File: src/rtl/bcd_pkg.sv
// Shared definitions for the 6-bit binary to two-digit BCD converter.
// Holds the datapath widths, the number of double-dabble steps per
// conversion, and the state type of the sequential converter FSM.
package bcd_pkg;

  localparam int IN_W    = 6;   // binary input width (0..63)
  localparam int DIGIT_W = 4;   // one BCD digit
  localparam int STEPS   = 6;   // one shift-add-3 step per input bit
  localparam int CNT_W   = 3;   // wide enough to count 0..STEPS-1

  typedef enum logic {
    IDLE    = 1'b0,
    CONVERT = 1'b1
  } state_t;

endpackage : bcd_pkg

File: src/rtl/bcd_add3.sv
// Double-dabble digit-correction cell: adds 3 to a BCD digit that is 5 or
// more, so that the following left shift carries correctly into the next
// decimal digit.
//   i_digit : digit before correction
//   o_digit : corrected digit
module bcd_add3
  import bcd_pkg::*;
(
  input  logic [DIGIT_W-1:0] i_digit,
  output logic [DIGIT_W-1:0] o_digit
);

  always_comb begin
    o_digit = i_digit;
    if (i_digit >= DIGIT_W'(5)) begin
      o_digit = i_digit + DIGIT_W'(3);
    end
  end

endmodule : bcd_add3

File: src/rtl/bcd.sv
// 6-bit binary to two-digit BCD converter with two independent paths:
//   - a purely combinational path (o_ones/o_tens follow i_in at all times)
//   - a registered double-dabble path that converts a captured value in
//     six clock edges and reports it on o_ones_q/o_tens_q.
// Ports:
//   i_clk    : clock, rising edge
//   i_rst    : asynchronous active-high reset
//   i_in     : unsigned binary value 0..63
//   o_ones   : combinational ones digit of i_in
//   o_tens   : combinational tens digit of i_in
//   i_start  : request a registered conversion of i_in (ignored while busy)
//   o_busy   : registered conversion in progress
//   o_done   : one-cycle pulse when o_ones_q/o_tens_q have been updated
//   o_ones_q : ones digit of the last completed conversion
//   o_tens_q : tens digit of the last completed conversion
module bcd
  import bcd_pkg::*;
(
  input  logic               i_clk,
  input  logic               i_rst,
  input  logic [IN_W-1:0]    i_in,
  output logic [DIGIT_W-1:0] o_ones,
  output logic [DIGIT_W-1:0] o_tens,
  input  logic               i_start,
  output logic               o_busy,
  output logic               o_done,
  output logic [DIGIT_W-1:0] o_ones_q,
  output logic [DIGIT_W-1:0] o_tens_q
);

  // Combinational path: constant divide/modulo, independent of clock and reset.
  assign o_ones = DIGIT_W'(i_in % IN_W'(10));
  assign o_tens = DIGIT_W'(i_in / IN_W'(10));

  state_t             state_q, state_d;
  logic [IN_W-1:0]    shift_q, shift_d;
  logic [DIGIT_W-1:0] ones_q, ones_d;
  logic [DIGIT_W-1:0] tens_q, tens_d;
  logic [CNT_W-1:0]   cnt_q, cnt_d;
  logic               busy_q, busy_d;
  logic               done_q, done_d;
  logic [DIGIT_W-1:0] res_ones_q, res_ones_d;
  logic [DIGIT_W-1:0] res_tens_q, res_tens_d;

  logic [DIGIT_W-1:0] ones_adj, tens_adj;
  logic [DIGIT_W-1:0] ones_step, tens_step;
  logic [IN_W-1:0]    shift_step;

  bcd_add3 u_add3_ones (.i_digit(ones_q), .o_digit(ones_adj));
  bcd_add3 u_add3_tens (.i_digit(tens_q), .o_digit(tens_adj));

  // One double-dabble step: correct both digits, then shift the whole
  // {tens, ones, shift} chain left by one bit. The corrected tens digit
  // never exceeds 3 for a 6-bit input, so nothing is lost off the top.
  assign tens_step  = {tens_adj[DIGIT_W-2:0], ones_adj[DIGIT_W-1]};
  assign ones_step  = {ones_adj[DIGIT_W-2:0], shift_q[IN_W-1]};
  assign shift_step = {shift_q[IN_W-2:0], 1'b0};

  always_comb begin
    // NOTE: every signal gets a default first so no path through the case
    // leaves it unassigned, which would otherwise infer a latch.
    state_d    = state_q;
    shift_d    = shift_q;
    ones_d     = ones_q;
    tens_d     = tens_q;
    cnt_d      = cnt_q;
    busy_d     = busy_q;
    done_d     = 1'b0;
    res_ones_d = res_ones_q;
    res_tens_d = res_tens_q;

    unique case (state_q)
      IDLE: begin
        if (i_start) begin
          state_d = CONVERT;
          shift_d = i_in;
          ones_d  = '0;
          tens_d  = '0;
          cnt_d   = '0;
          busy_d  = 1'b1;
        end
      end
      CONVERT: begin
        shift_d = shift_step;
        ones_d  = ones_step;
        tens_d  = tens_step;
        cnt_d   = cnt_q + CNT_W'(1);
        // The last step publishes its own freshly shifted digits directly.
        if (cnt_q == CNT_W'(STEPS - 1)) begin
          state_d    = IDLE;
          busy_d     = 1'b0;
          done_d     = 1'b1;
          res_ones_d = ones_step;
          res_tens_d = tens_step;
        end
      end
      default: state_d = IDLE;
    endcase
  end

  // NOTE: sequential state uses non-blocking assignments so every flop
  // samples the pre-edge values, independent of statement order.
  always_ff @(posedge i_clk or posedge i_rst) begin
    if (i_rst) begin
      state_q    <= IDLE;
      shift_q    <= '0;
      ones_q     <= '0;
      tens_q     <= '0;
      cnt_q      <= '0;
      busy_q     <= 1'b0;
      done_q     <= 1'b0;
      res_ones_q <= '0;
      res_tens_q <= '0;
    end else begin
      state_q    <= state_d;
      shift_q    <= shift_d;
      ones_q     <= ones_d;
      tens_q     <= tens_d;
      cnt_q      <= cnt_d;
      busy_q     <= busy_d;
      done_q     <= done_d;
      res_ones_q <= res_ones_d;
      res_tens_q <= res_tens_d;
    end
  end

  assign o_busy   = busy_q;
  assign o_done   = done_q;
  assign o_ones_q = res_ones_q;
  assign o_tens_q = res_tens_q;

endmodule : bcd

File: config.mk
export PLATFORM = sky130hd
export DESIGN_NAME = bcd
export DESIGN_NICKNAME = d
export VERILOG_FILES = /design/src/rtl/bcd_pkg.sv /design/src/rtl/bcd_add3.sv /design/src/rtl/bcd.sv
export SDC_FILE = /design/constraint.sdc
export NUM_CORES = 1
export LEC_CHECK = 0
export BUFFER_PORTS_ARGS = -buffer_cell sky130_fd_sc_hd__buf_2
export CAP_MARGIN = 20
export CORE_MARGIN = 2
export CORE_UTILIZATION = 60
export DETAILED_ROUTE_END_ITERATION = 8
export PLACE_DENSITY = 0.84
export SKIP_LAST_GASP = 1
export SYNTH_ARGS = -nofsm -noshare
export SYNTH_HDL_FRONTEND = slang
export SYNTH_HIERARCHICAL = 1
export SYNTH_SLANG_ARGS = --single-unit
export TNS_END_PERCENT = 5
File: constraint.sdc
create_clock -name i_clk -period 6 [get_ports i_clk]
set_clock_uncertainty 0.05 [all_clocks]
set_input_delay 0.9 -clock i_clk [delete_from_list [all_inputs] [get_ports i_clk]]
set_output_delay 0.9 -clock i_clk [all_outputs]
set_load 0.02 [all_outputs]
==> results.txt, run 1 <==
The worst path uses 65.9% of the clock period. The first global-routing pass estimated 5490 um of wire. The largest fanout on the critical path was 9. The critical path contains buffers and inverters numbering 4 combined.

TritonCTS built the clock tree. The run gives 0.33 ns as the clock network latency to the later pin of the worst-skew pair. Summed over all nets, the half-perimeter wirelength after detailed placement is 2330 um. The tools report the initial cell density of the core as 64.6%. STA classifies the critical path startpoint as an input port.

The cell chosen for the clock root was clkbuf_4. The longest individual stage delay on the worst path is 0.32 ns, and the fraction of final layout cells sized beyond drive strength 1 is 18.4%. The number of global-route vias before repair is 1260.

TritonCTS created 3 clock buffers. Clock-pin slew was measured on the worst setup and hold paths at 0.15 ns. The logs give 0 for the remaining antenna violation count after routing and 0 for the number of max-slew violations in the final report. The tools report the count of H-tree levels built during CTS as 1. The area occupied by registers is 701 um^2, and the number of warnings reported in the yosys synthesis log is 6. The tightest min-delay check is of the in2async type. The number of buffers on the longest clock path came out at 2. STA classifies the critical path endpoint as an output pin. Sequential cells burn 40.5% of the power.

The flow ran to the end, and the final reports show no timing, DRC or antenna violations. In this run, the number of DRC markers left after iteration 0 of detailed routing was 23. The layout has 186 filler cells.

Buffers placed on the I/O ports in this run total 25. In the final routed layout, each cell accounts on average for 13.5 um. Internal cell power: 0.000494 W.

The cell count after synthesis is 186, and the peak ir drop on the vdd network is 0.308 mV. The area of the multi-input gates is 827 um^2. In this run the core area contains 18 standard-cell rows. Across all layers, the routed design uses 1307 vias.

The slew of the pin with the lowest slew margin was 0.688 ns; the data arrival at the endpoint of the critical path was 3.00 ns. The initial antenna violation count is 0. Summing internal, switching and leakage power gives 0.000852 W. The logs give 0 for the number of remaining DRC errors and 203 for the number of nets produced by synthesis.

For the number of sinks driven by the clock tree, the log shows 28. Buffers added to address setup during post-CTS repair amount to 0. At the end of routability-driven placement, the weighted congestion stood at 0.883. Leakage power summed over all cells: 0.938 nW. Power spread over the standard cell area amounts to 469 nW/um^2. The floorplan step set the die width to 56.1 um.

After global routing the overflow that remains totals 0. The tools report the top achievable clock speed as 253 MHz. Combinational cells account for 45.1% of the total power. For the post-cts hold buffer count, the log shows 0.

The first detailed-routing pass ran for 4 iterations. Setup repair after global routing left no endpoint under its margin. The tools report the worst hold slack as 0.416 ns. The quantity of gates resized following cts is 0. Cell at the slowest stage of the critical path: a22oi_2. The count of inserted antenna diode cells came out at 0.

After detailed routing, the total wire length is 3200 um. STA puts the critical path data required time at 5.05 ns. The tools report the cell area after technology mapping as 1630 um^2. The signal on the critical path passes through buf_2 -> inv_1 -> ha_1 -> and2_2 -> a211o_1 -> a22oi_2 -> inv_1 -> ha_1 -> o21ai_1 -> o2bb2ai_1 -> buf_2.

The floorplan step defined a die boundary enclosing 3150 um^2. For the standard cell core area, the log shows 2520 um^2. For the final setup violation count, the log shows 0. Global routing used 21.7% of the available tracks. The ratio of routed vias to standard cells is 5.51, and the total net switching power is 0.000358 W.

The clock network burns 14.4% of the power. The worst setup path is of the in2out kind. The tools report the number of nets in the finished design as 225. After layout, the minimum clock period comes to 3.95 ns. The run gives 29 as the pin count of the biggest net entering global routing. The relative area change from synthesis to final layout was 11.4%; the height of the die was 56.1 um. Net switching is 42.0% of the power.

The final-report hold violation count is 0, and the count of maximum capacitance violations is 0. Broken down by cell family, the worst path's largest delay share belongs to compound AO/OA/AOI/OAI gates. The worst pin sits at a relative slew slack of 54.1%.

A synthesized cell averages 8.76 um^2. The number of top-level pins is 27. The tools report the final setup TNS as 0 ns.
## layout make-up
class	instances	area share, %
Clock buffer	3	1.24
Multi-Input combinational cell	137	45.6
Tap cell	30	2.07
Inverter	12	2.48
Timing Repair Buffer	26	8.41
Sequential cell	28	38.6
Clock inverter	1	1.65
## stage by stage
| step | std cells | setup slack (ns) | cell area, um^2 | utilization [%] |
|---|---|---|---|---|
| final | 237 | 2.05 | 1820 | 72.0 |
| after CTS | 236 | 2.05 | 1790 | 70.9 |
| after detailed placement | 232 | 2.05 | 1740 | 68.8 |
| after global placement | 232 | 2.16 | 1740 | 68.8 |
| after global routing | 237 | 1.88 | 1820 | 72.0 |
| after floorplan | 186 | 2.29 | 1630 | - |
## sequential cells by signal (all words and copies together) (netlist names)
name	count
shift_q	6
cnt_q	3
o_done	1
o_tens_q	4
ones_q	4
o_busy	1
o_ones_q	4
tens_q	4
state_q	1
## layout by cell type (no fill, tap or decap), types with 2 or more instances in the layout
master and count:
o21a_1 2, mux2i_1 8, buf_2 25, a22o_1 4, dfrtp_1 28, inv_1 11, xnor2_1 3, o21ai_1 3
nand2_1 52, nor3_1 2, o21ai_0 16, a21oi_1 6, nor2_1 8, ha_1 8, clkbuf_4 3, nand2b_1 4
nor2b_1 4, a21oi_2 3
## final timing paths
path,startpoint,slack [ns],endpoint,cells after the start
worst max-delay path,i_in[4],2.05,o_ones[2],11
worst min-delay path,i_rst,0.42,tens_q[3],2
worst max register to register,state_q,4.00,o_ones_q[3],4
worst min register to register,o_tens_q[0],0.44,o_tens_q[0],2
max in group asynchronous,i_rst,5.09,shift_q[1],3
min in group i_clk,o_tens_q[0],0.44,o_tens_q[0],2
## per-layer routing
metal	share of wire [%]	global-route usage (%)
met4	0.28	3.06
met1	45	27.1
met3	3.6	4.19
met2	51	39.5
met5	0	0
## power by group through the flow
stage / logic, W / registers (W) / clock network [W]
after floorplan: 0.000269 / 0.000357 / 0
after global placement: 0.000358 / 0.000341 / 0
after detailed placement: 0.000379 / 0.000348 / 0
after CTS: 0.000383 / 0.000345 / 0.000125
after global routing: 0.000434 / 0.000357 / 0.000133
final: 0.000384 / 0.000345 / 0.000122
## worst register-to-register path, delay by kind of cell (launching register included)
family / cells / cell delay [ns]
buffers and inverters: 1 / 0.43
flip-flops: 1 / 0.82
AND/OR/NAND/NOR: 3 / 0.66
Note: power is estimated with default switching activity, not from simulation.
==> run 2: changes to the inputs <==
CORE_UTILIZATION = 55   (was 60)
PLACE_DENSITY = 0.78   (was 0.84)
clock period = 3.9 ns   (was 6 ns; I/O delays follow)
==> results.txt, run 2 (synthesis gave the netlist of run 1 again) <==
The fraction of final layout cells sized beyond drive strength 1 came out at 18.4% (unchanged). The post-cts hold buffer count was 0 (unchanged). The CTS clock-pin slew for the worst setup and hold paths was 0.14 ns (about the same). TritonCTS built the clock tree.

For the final-layout fill cell count, the log shows 249 (+34%). The run gives 238 (+0.42%) as the final cell count without fillers. Area of the multi-input gates: 827 um^2 (unchanged). Kind of critical path: in2out.

The run gives 0 (unchanged) as the remaining antenna violation count after routing. The path class of the lowest-slack min-delay path was in2async. The logs give 0 (unchanged) for the count of maximum capacitance violations and 3.26 ns (-1.79 ns) for the critical path data required time. The violation count after the first detailed-route iteration is 56 (+140%). The final core utilization was 64.3% (-7.7 points). The tools report the global-route wire length before repair as 5230 um (-4.6%). The summed area of non-filler cells in the final layout is 1790 um^2 (-1.5%). Largest fanout on the critical path: 9 (unchanged). The number of buffers on the longest clock path was 2 (unchanged). The run gives 0 (unchanged) as the number of remaining DRC errors. The run gives 0 (unchanged) as the final setup violation count. The final clock period utilization by the worst path came out at 86.4%.

The most common cell after layout, fill and taps aside was nand2_1. The run gives 1192 (-5.4%) as the number of global-route vias before repair. Ratio of routed vias to standard cells: 5.61 (+1.7%).

The run gives 1335 (+2.1%) as the routed via count. The logs give 58.6% (-6.0 points) for the initial cell density of the core and 0 (unchanged) for the count of inserted antenna diode cells. The final setup TNS is 0 ns (unchanged). The standard cell core area is 2780 um^2 (+10%), and the relative area change from synthesis to final layout is 9.75%.

The leakage power summed over all cells is 0.926 nW (-1.3%). The pin count of the biggest net entering global routing came out at 29 (unchanged). Die extent in x: 58.4 um (+4.1%). The tools report the global-route usage over all layers as 19.7% (-2.0 points). STA classifies the critical path endpoint as an output pin. The flip-flop count of the largest register after layout is 6 (unchanged). The tools report the count of H-tree levels built during CTS as 1 (unchanged). The count of input and output buffers was 25 (unchanged). Iteration count of the initial detailed-routing pass: 6 (+2). The slew of the pin with the lowest slew margin was 0.671 ns (-0.0177 ns). The run gives 701 um^2 (unchanged) as the area occupied by registers. The clock network latency to the later pin of the worst-skew pair came out at 0.32 ns (about the same). Peak ir drop on the vdd network: 0.538 mV (+75%). For the number of max-slew violations in the final report, the log shows 0 (unchanged). The signal on the critical path passes through buf_2 -> inv_1 -> ha_1 -> and2_2 -> a211o_1 -> a22oi_2 -> inv_1 -> ha_1 -> o21ai_1 -> o2bb2ai_1 -> buf_2. The logs give 3180 um (-0.38%) for the overall routed net length and 0 (unchanged) for the quantity of gates resized following cts.

For the worst max-slew margin expressed relative to the limit, the log shows 55.3% (+1.2 points). The tools report the final-report hold violation count as 0 (unchanged). The run gives 27 (unchanged) as the number of top-level pins.

For the half-perimeter wire length after placement, the log shows 2340 um (+0.19%). The per-cell routed wire length came out at 13.4 um (-0.79%). The final estimated routing congestion in global placement came out at 0.871 (-1.3%).

The ratio of total power to cell area is 704 nW/um^2 (+50%). The height of the die is 58.4 um (+4.1%). The run finished with clean final reports. STA classifies the critical path startpoint as an input port. Number of nets in the finished design: 225 (unchanged). The cell at the slowest stage of the critical path was ha_1.

The cell sitting at the root of the clock tree is a clkbuf_4. Counting flops per register, the top entry is shift_q. Setup repair after global routing left no endpoint under its margin. The tools report the initial antenna violation count as 0 (unchanged). The run gives 19 (+1) as the row count.

For the floorplan die area, the log shows 3410 um^2 (+8.4%). Counting I/O delays and the setup requirement, the final critical path takes 3.37 ns. The total placed instance area is 1740 um^2 (about the same), and the overflow left after global routing is 0 (unchanged). The logs give 233 (+0.43%) for the count of placed standard cells including taps and 0 (unchanged) for the number of buffers inserted to repair setup after CTS. The longest individual stage delay on the worst path is 0.31 ns (about the same). In the layout the commonest cells are nand2_1, dfrtp_1, buf_2. Based on the critical path, the design can be clocked at up to 297 MHz.

The number of buffers inserted during clock tree synthesis is 3 (unchanged). For the number of sinks driven by the clock tree, the log shows 28 (unchanged). The run gives 2.73 ns (-0.27 ns) as the data arrival at the endpoint of the critical path.
run 2: per-layer routing:
layer	track usage (%)	part of all wire [%]	vias up
li1	-	-	657
met1	25.2	46	639
met2	34.2	49	35
met3	4.84	3.8	4
met4	2.99	0.88	0
met5	0	0	-
run 2: path summary, 6_finish.rpt:
kind,from,to,slack (ns),cells after the start
setup / recovery,i_in[4],o_ones[2],0.53,11
hold / removal,i_rst,o_tens_q[2],0.24,2
setup reg to reg,state_q,o_tens_q[0],1.97,4
hold reg to reg,o_ones_q[0],o_ones_q[0],0.44,2
max in group asynchronous,i_rst,cnt_q[1],3.06,3
min in group i_clk,o_ones_q[0],o_ones_q[0],0.44,2
run 2: layout make-up:
cell class / count / area share, %
clock buffers: 4 / 2.03
repair buffers: 26 / 7.84
flip-flops and latches: 28 / 39.2
multi-input cells: 137 / 46.3
inverters: 12 / 2.52
well taps: 31 / 2.17
run 2: power breakdown:
group	internal [W]	switching [W]	leakage (nW)
clock network	0.0000571	0.0000802	0.0210
logic	0.000242	0.000352	0.549
registers	0.000415	0.000112	0.356
run 2: stage by stage:
step | worst slack, ns | hold WS [ns] | total power, W
4_1_cts | 0.557 | 0.440 | 0.00126
5_1_grt | 0.402 | 0.260 | 0.00137
3_3_place_gp | 0.694 | 0.404 | 0.00107
2_1_floorplan | 0.820 | 0.399 | 0.000964
6_report | 0.532 | 0.245 | 0.00126
3_5_place_dp | 0.563 | 0.407 | 0.00112
run 2: critical path: cells and delay by family:
family                     cells  cell delay [ns]
adders and majority gates      2             0.60
AOI/OAI and AO/OA              4             0.82
buffers and inverters          4             0.52
and+or+nand+nor                1             0.20
==> run 3: changes to the inputs <==
BUFFER_PORTS_ARGS = default   (was -buffer_cell sky130_fd_sc_hd__buf_2)
CORE_UTILIZATION = 62   (was 55)
CTS_CLUSTER_SIZE = 12   (was default)
DONT_BUFFER_PORTS = 1   (was default)
==> results.txt, run 3 (synthesis gave the netlist of run 1 again) <==
The run gives 1162 (-2.5%) as the number of global-route vias before repair. Number of nets in the finished design: 200 (-11%). The final-report hold violation count was 0 (unchanged); the count of input and output buffers was 0 (-100%). CTS clock-pin slew for the worst setup and hold paths: 0.15 ns (about the same). The floorplan die area was 3050 um^2 (-11%); the iteration count of the initial detailed-routing pass was 4 (-2). For the clock network latency to the later pin of the worst-skew pair, the log shows 0.32 ns (about the same).

TritonCTS built the clock tree. The tools report the area occupied by registers as 701 um^2 (unchanged). The fraction of final layout cells sized beyond drive strength 1 works out to 7.14% (-11 points).

The number of remaining DRC errors was 0 (unchanged); the largest fanout on the critical path was 9 (unchanged). The logs give 28 (unchanged) for the number of sinks driven by the clock tree and 0 ns (unchanged) for the final setup TNS. The run gives 19.8% (+0.18 points) as the global-route usage over all layers. The flow ran to the end, and the final reports show no timing, DRC or antenna violations. The count of maximum capacitance violations was 0 (unchanged). The post-cts hold buffer count was 0 (unchanged).

Compared with the post-synthesis result, the final layout area differs by 2.77%. The number of buffers inserted to repair setup after CTS came out at 0 (unchanged). The quantity of gates resized following cts was 0 (unchanged).

Setup repair after global routing left no endpoint under its margin. The violation count after the first detailed-route iteration was 17 (-70%); the number of top-level pins was 27 (unchanged). The run gives 2180 um (-6.6%) as the half-perimeter wire length after placement. The run gives 0.470 mV (-13%) as the peak ir drop on the vdd network. The path depth of the worst reg2reg path was 4 (unchanged).

The tools report the type of element capturing the critical path as an output pin. The critical path data required time came out at 3.26 ns (about the same). The logs give 2950 um (-7.4%) for the overall routed net length and 0 (unchanged) for the final setup violation count. Kind of critical path: in2out. The most common cell after layout, fill and taps aside is nand2_1. The register with the most flip-flops was shift_q. The final critical delay including setup and external delays was 3.11 ns (-0.259 ns); the ratio of total power to cell area was 715 nW/um^2 (+1.6%). The logs give 65.8% (+7.2 points) for the initial cell density of the core and 5040 um (-3.7%) for the global-route wire length before repair. The pin count of the biggest net entering global routing was 29 (unchanged). The per-cell routed wire length is 13.9 um (+3.9%), and the overflow left after global routing is 0 (unchanged). The row count is 18 (-1). The top achievable clock speed is 322 MHz (+8.3%). The tools report the worst max-slew margin expressed relative to the limit as 57.7% (+2.4 points). The tree is rooted in a clkbuf_4. The routed via count came out at 1216 (-8.9%). The final-layout fill cell count was 193 (-22%); the flip-flop count of the largest register after layout was 6 (unchanged).

The run gives 0.823 nW (-11%) as the leakage power summed over all cells. STA classifies the critical path startpoint as an input port. The tools report the area of the multi-input gates as 827 um^2 (unchanged). The remaining antenna violation count after routing came out at 0 (unchanged).

The logs give 1 (unchanged) for the count of H-tree levels built during CTS and 0 (unchanged) for the initial antenna violation count. The tools report the standard cell core area as 2480 um^2 (-11%). The path class of the lowest-slack min-delay path was in2async.

The height of the die works out to 55.3 um (-5.4%). The library cells used most frequently in the layout, excluding fill and tap cells, are nand2_1, dfrtp_1, o21ai_0. For the number of buffers inserted during clock tree synthesis, the log shows 3 (unchanged).

The final estimated routing congestion in global placement was 0.754 (-13%). The logs give 0 (unchanged) for the number of max-slew violations in the final report and 1.96 ns (about the same) for the worst setup slack for register-to-register paths. The tools report the data arrival at the endpoint of the critical path as 2.47 ns (-0.26 ns). Number of buffers on the longest clock path: 2 (unchanged).

Die extent in x: 55.3 um (-5.4%). The slew of the pin with the lowest slew margin works out to 0.635 ns (-0.0356 ns). The logs give 0 (unchanged) for the count of inserted antenna diode cells and 67.6% (+3.3 points) for the final core utilization. The ratio of routed vias to standard cells is 5.74 (+2.3%), and the final clock period utilization by the worst path is 79.7% (-6.6 points).
## run 3: cell types whose count changed in the layout (fill, tap and decap cells not counted), sizes merged
cell / change
buf: -25
## run 3: per-layer routing
metal | track usage, % | up-vias | routed length [um] | share of wire [%]
met3 | 4.22 | 0 | 117 | 4.0
met5 | 0 | - | 0 | 0
met4 | 2.09 | 0 | 0 | 0
li1 | - | 604 | - | -
met2 | 35.7 | 25 | 1460 | 50
met1 | 25.3 | 587 | 1370 | 46
## run 3: through the flow
| stage | setup slack (ns) | instance area (um^2) | hold slack [ns] | power [W] | cells |
|---|---|---|---|---|---|
| after CTS | 0.795 | 1650 | 0.291 | 0.00120 | 211 |
| after detailed placement | 0.806 | 1610 | 0.424 | 0.00106 | 207 |
| after floorplan | 0.820 | 1630 | 0.399 | 0.000964 | 186 |
| after global routing | 0.673 | 1670 | 0.113 | 0.00129 | 212 |
| after global placement | 0.879 | 1610 | 0.416 | 0.00102 | 207 |
| final | 0.790 | 1670 | 0.0975 | 0.00120 | 212 |
## run 3: area by class of cell
cell class,count,area share (%)
repair buffers,1,1.64
clock buffers,4,2.17
multi-input cells,137,49.4
flip-flops and latches,28,41.9
inverters,12,2.69
well taps,30,2.24
## run 3: worst paths after layout
check / to / start
max in group asynchronous: ones_q[1] / i_rst
max: o_ones[2] / i_in[4]
min reg2reg: shift_q[3] / shift_q[2]
min in group i_clk: tens_q[2] / i_start
min: o_tens_q[2] / i_rst
max reg2reg: o_ones_q[1] / state_q
## run 3: critical path, cell delays in order
cell and delay (ns):
inv_1 0.02, ha_1 0.31, and2_2 0.20, a211o_1 0.29, a22oi_2 0.30, inv_1 0.08, ha_1 0.30, o2bb2ai_1 0.39
## run 3: where the power goes
group	leakage (nW)	switching, W	total [W]	internal [W]
combinational	0.446	0.000266	0.000472	0.000206
clock	0.0210	0.0000824	0.000139	0.0000571
sequential	0.356	0.000170	0.000585	0.000415
